File: src/rtl/equiv_monitor_if.sv
// Bus bundle between the harness and equiv_monitor: compared samples in, verdict and
// first-divergence diagnostics out.
interface equiv_monitor_if #(
  parameter int unsigned WIDTH    = 91,
  parameter int unsigned CHANNELS = 2,
  parameter int unsigned CNT_W    = 16
);
  localparam int unsigned CHAN_W = (CHANNELS > 1) ? $clog2(CHANNELS) : 1;

  logic                      valid;
  logic [CHANNELS-1:0]       chan_mask;
  logic [CHANNELS*WIDTH-1:0] y_a;
  logic [CHANNELS*WIDTH-1:0] y_b;

  logic                      armed;
  logic                      fail;
  logic [CNT_W-1:0]          mismatch_cnt;
  logic [CHAN_W-1:0]         first_chan;
  logic [31:0]               first_cycle;
  logic [WIDTH-1:0]          first_a;
  logic [WIDTH-1:0]          first_b;

  modport master (
    output valid, chan_mask, y_a, y_b,
    input  armed, fail, mismatch_cnt, first_chan, first_cycle, first_a, first_b
  );

  modport slave (
    input  valid, chan_mask, y_a, y_b,
    output armed, fail, mismatch_cnt, first_chan, first_cycle, first_a, first_b
  );
endinterface

File: src/rtl/equiv_monitor.sv
// Equivalence monitor: aligns two implementations' buses, compares them per channel and
// records the first divergence. Define EQUIV_ASSERT_EN to add an assertion on divergence.
module equiv_monitor #(
  parameter int unsigned WIDTH    = 91,
  parameter int unsigned CHANNELS = 2,
  parameter int unsigned DELAY_A  = 0,
  parameter int unsigned DELAY_B  = 0,
  parameter int unsigned WARMUP   = 4,
  parameter int unsigned CNT_W    = 16
) (
  input logic            clk,
  input logic            rst,
  equiv_monitor_if.slave mon
);
  localparam int unsigned BUS_W  = CHANNELS * WIDTH;
  localparam int unsigned D      = (DELAY_A > DELAY_B) ? DELAY_A : DELAY_B;
  localparam int unsigned CHAN_W = (CHANNELS > 1) ? $clog2(CHANNELS) : 1;
  localparam int unsigned ARM_AT = WARMUP + D;

  // Encoding chosen so bit 0 is the armed flag and bit 1 the sticky fail flag.
  typedef enum logic [1:0] {
    S_WARM   = 2'b00,
    S_ARMED  = 2'b01,
    S_FAILED = 2'b11
  } state_t;

  state_t            state_q, state_d;
  logic [31:0]       cyc_q;
  logic [CNT_W-1:0]  cnt_q, cnt_d;
  logic [CHAN_W-1:0] fchan_q, fchan_d;
  logic [31:0]       fcyc_q, fcyc_d;
  logic [WIDTH-1:0]  fa_q, fa_d;
  logic [WIDTH-1:0]  fb_q, fb_d;

  logic [BUS_W-1:0]    a_d, b_d;
  logic                valid_d;
  logic [CHANNELS-1:0] mm_c;
  logic                hit_c;
  logic [CHAN_W-1:0]   low_c;
  logic [WIDTH-1:0]    low_a_c, low_b_c;

  // Side A alignment delay line
  generate
    if (DELAY_A == 0) begin : g_a_comb
      assign a_d = mon.y_a;
    end else begin : g_a_pipe
      logic [BUS_W-1:0] pipe [DELAY_A];
      always_ff @(posedge clk) begin
        if (rst) begin
          for (int i = 0; i < DELAY_A; i++) pipe[i] <= '0;
        end else begin
          pipe[0] <= mon.y_a;
          for (int i = 1; i < DELAY_A; i++) pipe[i] <= pipe[i-1];
        end
      end
      assign a_d = pipe[DELAY_A-1];
    end
  endgenerate

  // Side B alignment delay line
  generate
    if (DELAY_B == 0) begin : g_b_comb
      assign b_d = mon.y_b;
    end else begin : g_b_pipe
      logic [BUS_W-1:0] pipe [DELAY_B];
      always_ff @(posedge clk) begin
        if (rst) begin
          for (int i = 0; i < DELAY_B; i++) pipe[i] <= '0;
        end else begin
          pipe[0] <= mon.y_b;
          for (int i = 1; i < DELAY_B; i++) pipe[i] <= pipe[i-1];
        end
      end
      assign b_d = pipe[DELAY_B-1];
    end
  endgenerate

  // valid follows the longer of the two paths
  generate
    if (D == 0) begin : g_v_comb
      assign valid_d = mon.valid;
    end else begin : g_v_pipe
      logic [D-1:0] pipe;
      always_ff @(posedge clk) begin
        if (rst) begin
          pipe <= '0;
        end else begin
          pipe[0] <= mon.valid;
          for (int i = 1; i < D; i++) pipe[i] <= pipe[i-1];
        end
      end
      assign valid_d = pipe[D-1];
    end
  endgenerate

  // Per-channel compare; chan_mask applies at this stage without delay
  always_comb begin
    mm_c = '0;
    for (int c = 0; c < CHANNELS; c++) begin
      mm_c[c] = (a_d[c*WIDTH +: WIDTH] != b_d[c*WIDTH +: WIDTH]) & mon.chan_mask[c];
    end
  end

  assign hit_c = state_q[0] & valid_d & (|mm_c);

  // Lowest mismatching channel and its two values
  always_comb begin
    low_c   = '0;
    low_a_c = '0;
    low_b_c = '0;
    for (int c = CHANNELS - 1; c >= 0; c--) begin
      if (mm_c[c]) begin
        low_c   = CHAN_W'(c);
        low_a_c = a_d[c*WIDTH +: WIDTH];
        low_b_c = b_d[c*WIDTH +: WIDTH];
      end
    end
  end

  // Next-state: arming, sticky fail, saturating count, first-hit capture
  always_comb begin
    state_d = state_q;
    cnt_d   = cnt_q;
    fchan_d = fchan_q;
    fcyc_d  = fcyc_q;
    fa_d    = fa_q;
    fb_d    = fb_q;

    case (state_q)
      S_WARM: begin
        if (({1'b0, cyc_q} + 33'd1) >= 33'(ARM_AT)) state_d = S_ARMED;
      end
      S_ARMED: begin
        if (hit_c) state_d = S_FAILED;
      end
      S_FAILED: begin
        state_d = S_FAILED;
      end
      default: begin
        state_d = S_WARM;
      end
    endcase

    if (hit_c && (cnt_q != '1)) cnt_d = cnt_q + CNT_W'(1);

    if (hit_c && (state_q == S_ARMED)) begin
      fchan_d = low_c;
      fcyc_d  = cyc_q;
      fa_d    = low_a_c;
      fb_d    = low_b_c;
    end
  end

  always_ff @(posedge clk) begin
    if (rst) begin
      state_q <= S_WARM;
      cyc_q   <= '0;
      cnt_q   <= '0;
      fchan_q <= '0;
      fcyc_q  <= '0;
      fa_q    <= '0;
      fb_q    <= '0;
    end else begin
      state_q <= state_d;
      cyc_q   <= cyc_q + 32'd1;
      cnt_q   <= cnt_d;
      fchan_q <= fchan_d;
      fcyc_q  <= fcyc_d;
      fa_q    <= fa_d;
      fb_q    <= fb_d;
    end
  end

  assign mon.armed        = state_q[0];
  assign mon.fail         = state_q[1];
  assign mon.mismatch_cnt = cnt_q;
  assign mon.first_chan   = fchan_q;
  assign mon.first_cycle  = fcyc_q;
  assign mon.first_a      = fa_q;
  assign mon.first_b      = fb_q;

`ifdef EQUIV_ASSERT_EN
  always @(posedge clk) begin
    assert (!(!rst && hit_c))
      else $error("equiv_monitor: divergence at cycle %0d channel %0d", cyc_q, low_c);
  end
`endif

endmodule

File: src/flat_wrapper.sv
// flat-port wrapper written by rule: the top's interface ports become plain ports
module equiv_monitor_flat 
#(
  parameter int unsigned WIDTH    = 91,
  parameter int unsigned CHANNELS = 2,
  parameter int unsigned DELAY_A  = 0,
  parameter int unsigned DELAY_B  = 0,
  parameter int unsigned WARMUP   = 4,
  parameter int unsigned CNT_W    = 16
)
  (clk, rst, mon_valid, mon_chan_mask, mon_y_a, mon_y_b, mon_armed, mon_fail, mon_mismatch_cnt, mon_first_chan, mon_first_cycle, mon_first_a, mon_first_b);
  equiv_monitor_if #(.WIDTH(WIDTH), .CHANNELS(CHANNELS), .CNT_W(CNT_W)) mon_i ();
  input logic clk;
  input logic rst;
  input wire logic [$bits(mon_i.valid)-1:0] mon_valid;
  input wire logic [$bits(mon_i.chan_mask)-1:0] mon_chan_mask;
  input wire logic [$bits(mon_i.y_a)-1:0] mon_y_a;
  input wire logic [$bits(mon_i.y_b)-1:0] mon_y_b;
  output wire logic [$bits(mon_i.armed)-1:0] mon_armed;
  output wire logic [$bits(mon_i.fail)-1:0] mon_fail;
  output wire logic [$bits(mon_i.mismatch_cnt)-1:0] mon_mismatch_cnt;
  output wire logic [$bits(mon_i.first_chan)-1:0] mon_first_chan;
  output wire logic [$bits(mon_i.first_cycle)-1:0] mon_first_cycle;
  output wire logic [$bits(mon_i.first_a)-1:0] mon_first_a;
  output wire logic [$bits(mon_i.first_b)-1:0] mon_first_b;
  assign mon_i.valid = mon_valid;
  assign mon_i.chan_mask = mon_chan_mask;
  assign mon_i.y_a = mon_y_a;
  assign mon_i.y_b = mon_y_b;
  assign mon_armed = mon_i.armed;
  assign mon_fail = mon_i.fail;
  assign mon_mismatch_cnt = mon_i.mismatch_cnt;
  assign mon_first_chan = mon_i.first_chan;
  assign mon_first_cycle = mon_i.first_cycle;
  assign mon_first_a = mon_i.first_a;
  assign mon_first_b = mon_i.first_b;
  equiv_monitor #(.WIDTH(WIDTH), .CHANNELS(CHANNELS), .DELAY_A(DELAY_A), .DELAY_B(DELAY_B), .WARMUP(WARMUP), .CNT_W(CNT_W)) u_core (.clk(clk), .rst(rst), .mon(mon_i));
endmodule
File: config.mk
export PLATFORM = sky130hd
export DESIGN_NAME = equiv_monitor_flat
export DESIGN_NICKNAME = d
export VERILOG_FILES = /design/src/rtl/equiv_monitor_if.sv /design/src/rtl/equiv_monitor.sv /design/src/flat_wrapper.sv
export SDC_FILE = /design/constraint.sdc
export NUM_CORES = 1
export LEC_CHECK = 0
export BUFFER_PORTS_ARGS = -buffer_cell sky130_fd_sc_hd__buf_4
export CORE_AREA = 2 2 236 238
export DETAILED_ROUTE_END_ITERATION = 6
export DIE_AREA = 0 0 238 240
export SYNTH_ARGS = -nofsm -noshare
export SYNTH_HDL_FRONTEND = slang
export SYNTH_SLANG_ARGS = --single-unit
File: constraint.sdc
create_clock -name clk -period 6.9 [get_ports clk]
set_clock_uncertainty 0.1 [all_clocks]
set_input_delay 1.035 -clock clk [delete_from_list [all_inputs] [get_ports clk]]
set_output_delay 1.035 -clock clk [all_outputs]
set_load 0.02 [all_outputs]
==> impl_metrics.py <==
metrics = {
    "run_status": {
        "outcome": "finished, final reports clean",
    },
    "global_routing": {
        "track_usage": 0.2141,
        "first_global_vias": 12270,
        "grt_max_degree": 169,
        "grt_pass1_wl_um": 87590,
        "antenna_found_initial": 17,
        "overflow": 0,
    },
    "die": {
        "boundaryPins": 602,
        "die_width_um": 238,
        "start_util": 0.2337,
        "die-area_um2": 57120,
        "core_um2": 54660,
        "fp-row-count": 86,
        "die_h_um": 240,
    },
    "clocking": {
        "cts-root-buf": "clkbuf_16",
        "cts_sinks": 265,
        "cts.path.max_buffers": 3,
        "clock_latency_ns": 0.53,
        "hold_buffers": 0,
        "cts_made_buffers": 34,
        "cts_tree": "done",
        "cts_resized": 0,
        "htreeDepth": 2,
        "post-cts-setup-buffers": 0,
        "worst_setup_hold_path_clk_slew_ns": 0.06,
    },
    "critical_path": {
        "crit_chain": "buf_4 -> xnor2_1 -> nand4_1 -> nor4_1 -> nand4_1 -> o21ai_2 -> a211oi_4 -> buf_4 -> nor2_4 -> buf_12 -> a221o_1",
        "cp-start-kind": "input pin",
        "crit_slowest_cell": "nor4_1",
        "r2r_slack_ns": 4.02,
        "slowest_delay_ns": 0.77,
        "crit_required_ns": 7.27,
        "critical_path_arrival_ns": 5.06,
        "crit_family": "simple AND/OR/NAND/NOR gates",
        "end_kind": "register",
        "crit_buf_inv": 3,
        "cp_max_fo": 83,
        "path_class": "in -> reg",
    },
    "placement": {
        "dp_hpwl_um": 52560,
        "io_buffer_count": 601,
        "gp_congestion": 0.9057,
        "placedInstanceArea_um2": 17860,
        "place_ws_ns": 1.546,
        "dp.cells": 2514,
    },
    "logic_synthesis": {
        "synth_top_area_frac": 0.4153,
        "ys_seq_area_frac": 0.4153,
        "post_synth.cell_area_avg_um2": 9.902,
        "synth_fp_nets": 1662,
        "yosysTopAreaCell": "dfxtp_1",
        "netlist_instances": 1290,
        "ys_ff_latch": 265,
        "ys_top_cells_by_area": "dfxtp_1, a221o_1, xnor2_1",
        "synth_area_um2": 12770,
        "yosysUniqueCellTypes": 46,
        "synth_edf_count": 0,
        "synth_ff_type": "dfxtp_1",
        "async_reset_ff_frac": 0,
        "synth_warnings": 0,
    },
    "job": {
        "drv_cap": 0,
    },
    "cells_and_area": {
        "final_layout_size_suffix_gt1_frac": 0.3664,
        "fin_cells": 2580,
        "fin_nets": 2218,
        "final_util": 0.3475,
        "syn_to_final_growth_pct": 48.71,
        "post-route-cell-area_um2": 19000,
    },
    "pwr": {
        "power.share.clock": 0.443,
        "p_sw_frac": 0.2711,
        "power_mw": 4.038,
        "power_frac_seq": 0.396,
        "powerDensity_nw_per_um2": 212.6,
        "pwr-share-comb": 0.161,
        "leakage_nw": 8.110,
        "ir_drop_mv": 0.1248,
        "p_int_mw": 2.943,
        "p_switching_mw": 1.095,
    },
    "hold_path": {
        "min_path_type": "reg -> reg",
    },
    "timing": {
        "fmax_ghz": 0.2132,
        "whs_ns": 0.3844,
        "max_slew_margin": 0.1939,
        "setup_viol": 0,
        "final.period_utilization": 0.6797,
        "finalMaxSlewViolations": 0,
        "rsz0062_at_grt": "no",
        "hold_viol": 0,
        "setup_tns_ns": 0,
        "layout_setup_ws_ns": 2.210,
        "fin_crit_ns": 4.690,
        "tightest_slew_ns": 1.209,
    },
    "drt": {
        "drt-initial-drc-count": 989,
        "routed_via_density": 4.812,
        "drc": 0,
        "routed_wirelength_um": 64610,
        "routedWlPerCell_um": 25.04,
        "vias": 12420,
        "drtPass1Iterations": 5,
        "antenna_left": 0,
    },
}
## synth_stat cells (all sizes together) (12+ instances only)
cell type / number
dfxtp: 265
and2: 190
xnor2: 183
a221o: 182
nor2: 90
buf: 59
nand4: 59
xor2: 37
mux2i: 34
clkbuf: 30
nand3: 23
nor4: 20
nand2: 16
and3: 14
nor3: 14
nor2b: 12
## power by group through the flow
stage | logic [mW] | registers (mW) | clock network, mW
detailed placement | 0.655 | 1.63 | 0
global route | 0.684 | 1.60 | 1.89
CTS | 0.657 | 1.60 | 1.84
finish | 0.649 | 1.60 | 1.79
global placement | 0.650 | 1.63 | 0
floorplan | 0.195 | 1.67 | 0
## logic make-up (layout without fill, tap and decap cells)
kind of cell | count (synthesis) | after routing | share of synthesized area
AND/OR/NAND/NOR | 449 | 449 | 0.1995
flip-flops | 265 | 265 | 0.4153
XOR/XNOR | 220 | 220 | 0.1508
AO/OA/AOI/OAI | 212 | 212 | 0.1596
buffers and inverters | 96 | 673 | 0.03546
multiplexers | 45 | 45 | 0.03634
adder cells (fa/ha/maj) | 3 | 3 | 0.002939
other | 0 | 9 | 0
## cell type report
| type | instances | area [um2] |
|---|---|---|
| clock buffer | 48 | 1027 |
| inverter | 7 | 26.28 |
| multi-input combinational | 929 | 7038 |
| antenna | 9 | 22.52 |
| tap | 704 | 880.8 |
| clock inverter | 9 | 86.33 |
| timing repair buffer | 609 | 4609 |
| sequential | 265 | 5305 |
| fill | 5597 | 35670 |
## sequential cells by signal (all words and copies together), names as in the netlist
name / count
u_core.mon.first_a: 91
u_core.mon.first_b: 91
u_core.state_q: 2
u_core.mon.first_chan: 1
u_core.cyc_q: 32
u_core.mon.first_cycle: 32
u_core.mon.mismatch_cnt: 16
## routing by layer
layer,track usage,up-vias,wire length [um]
li1,-,5813,-
met1,0.2423,5984,24650
met2,0.3908,524,33280
met3,0.05327,86,4866
met4,0.07273,8,1761
met5,0,-,56
## path summary, 6_finish.rpt
check,start,to,cells past startpoint
setup / recovery,mon_y_b[155],u_core.mon.first_b[51],11
hold / removal,u_core.mon.first_a[30],u_core.mon.first_a[30],1
setup reg to reg,u_core.state_q[0],u_core.mon.first_b[26],5
hold reg to reg,u_core.mon.first_a[30],u_core.mon.first_a[30],1
## cells in the final DEF (no fill, tap or decap), types with 16 or more instances in the layout
cell and count:
nand3_1 23, xor2_1 37, a221o_1 182, nor4_1 18, nand4_1 58, nand2_1 16, buf_4 606, clkbuf_16 37
and2_1 167, mux2i_1 34, nor2_1 87, and2_0 23, xnor2_1 183, dfxtp_1 265
(Power assumes the default switching activity.)
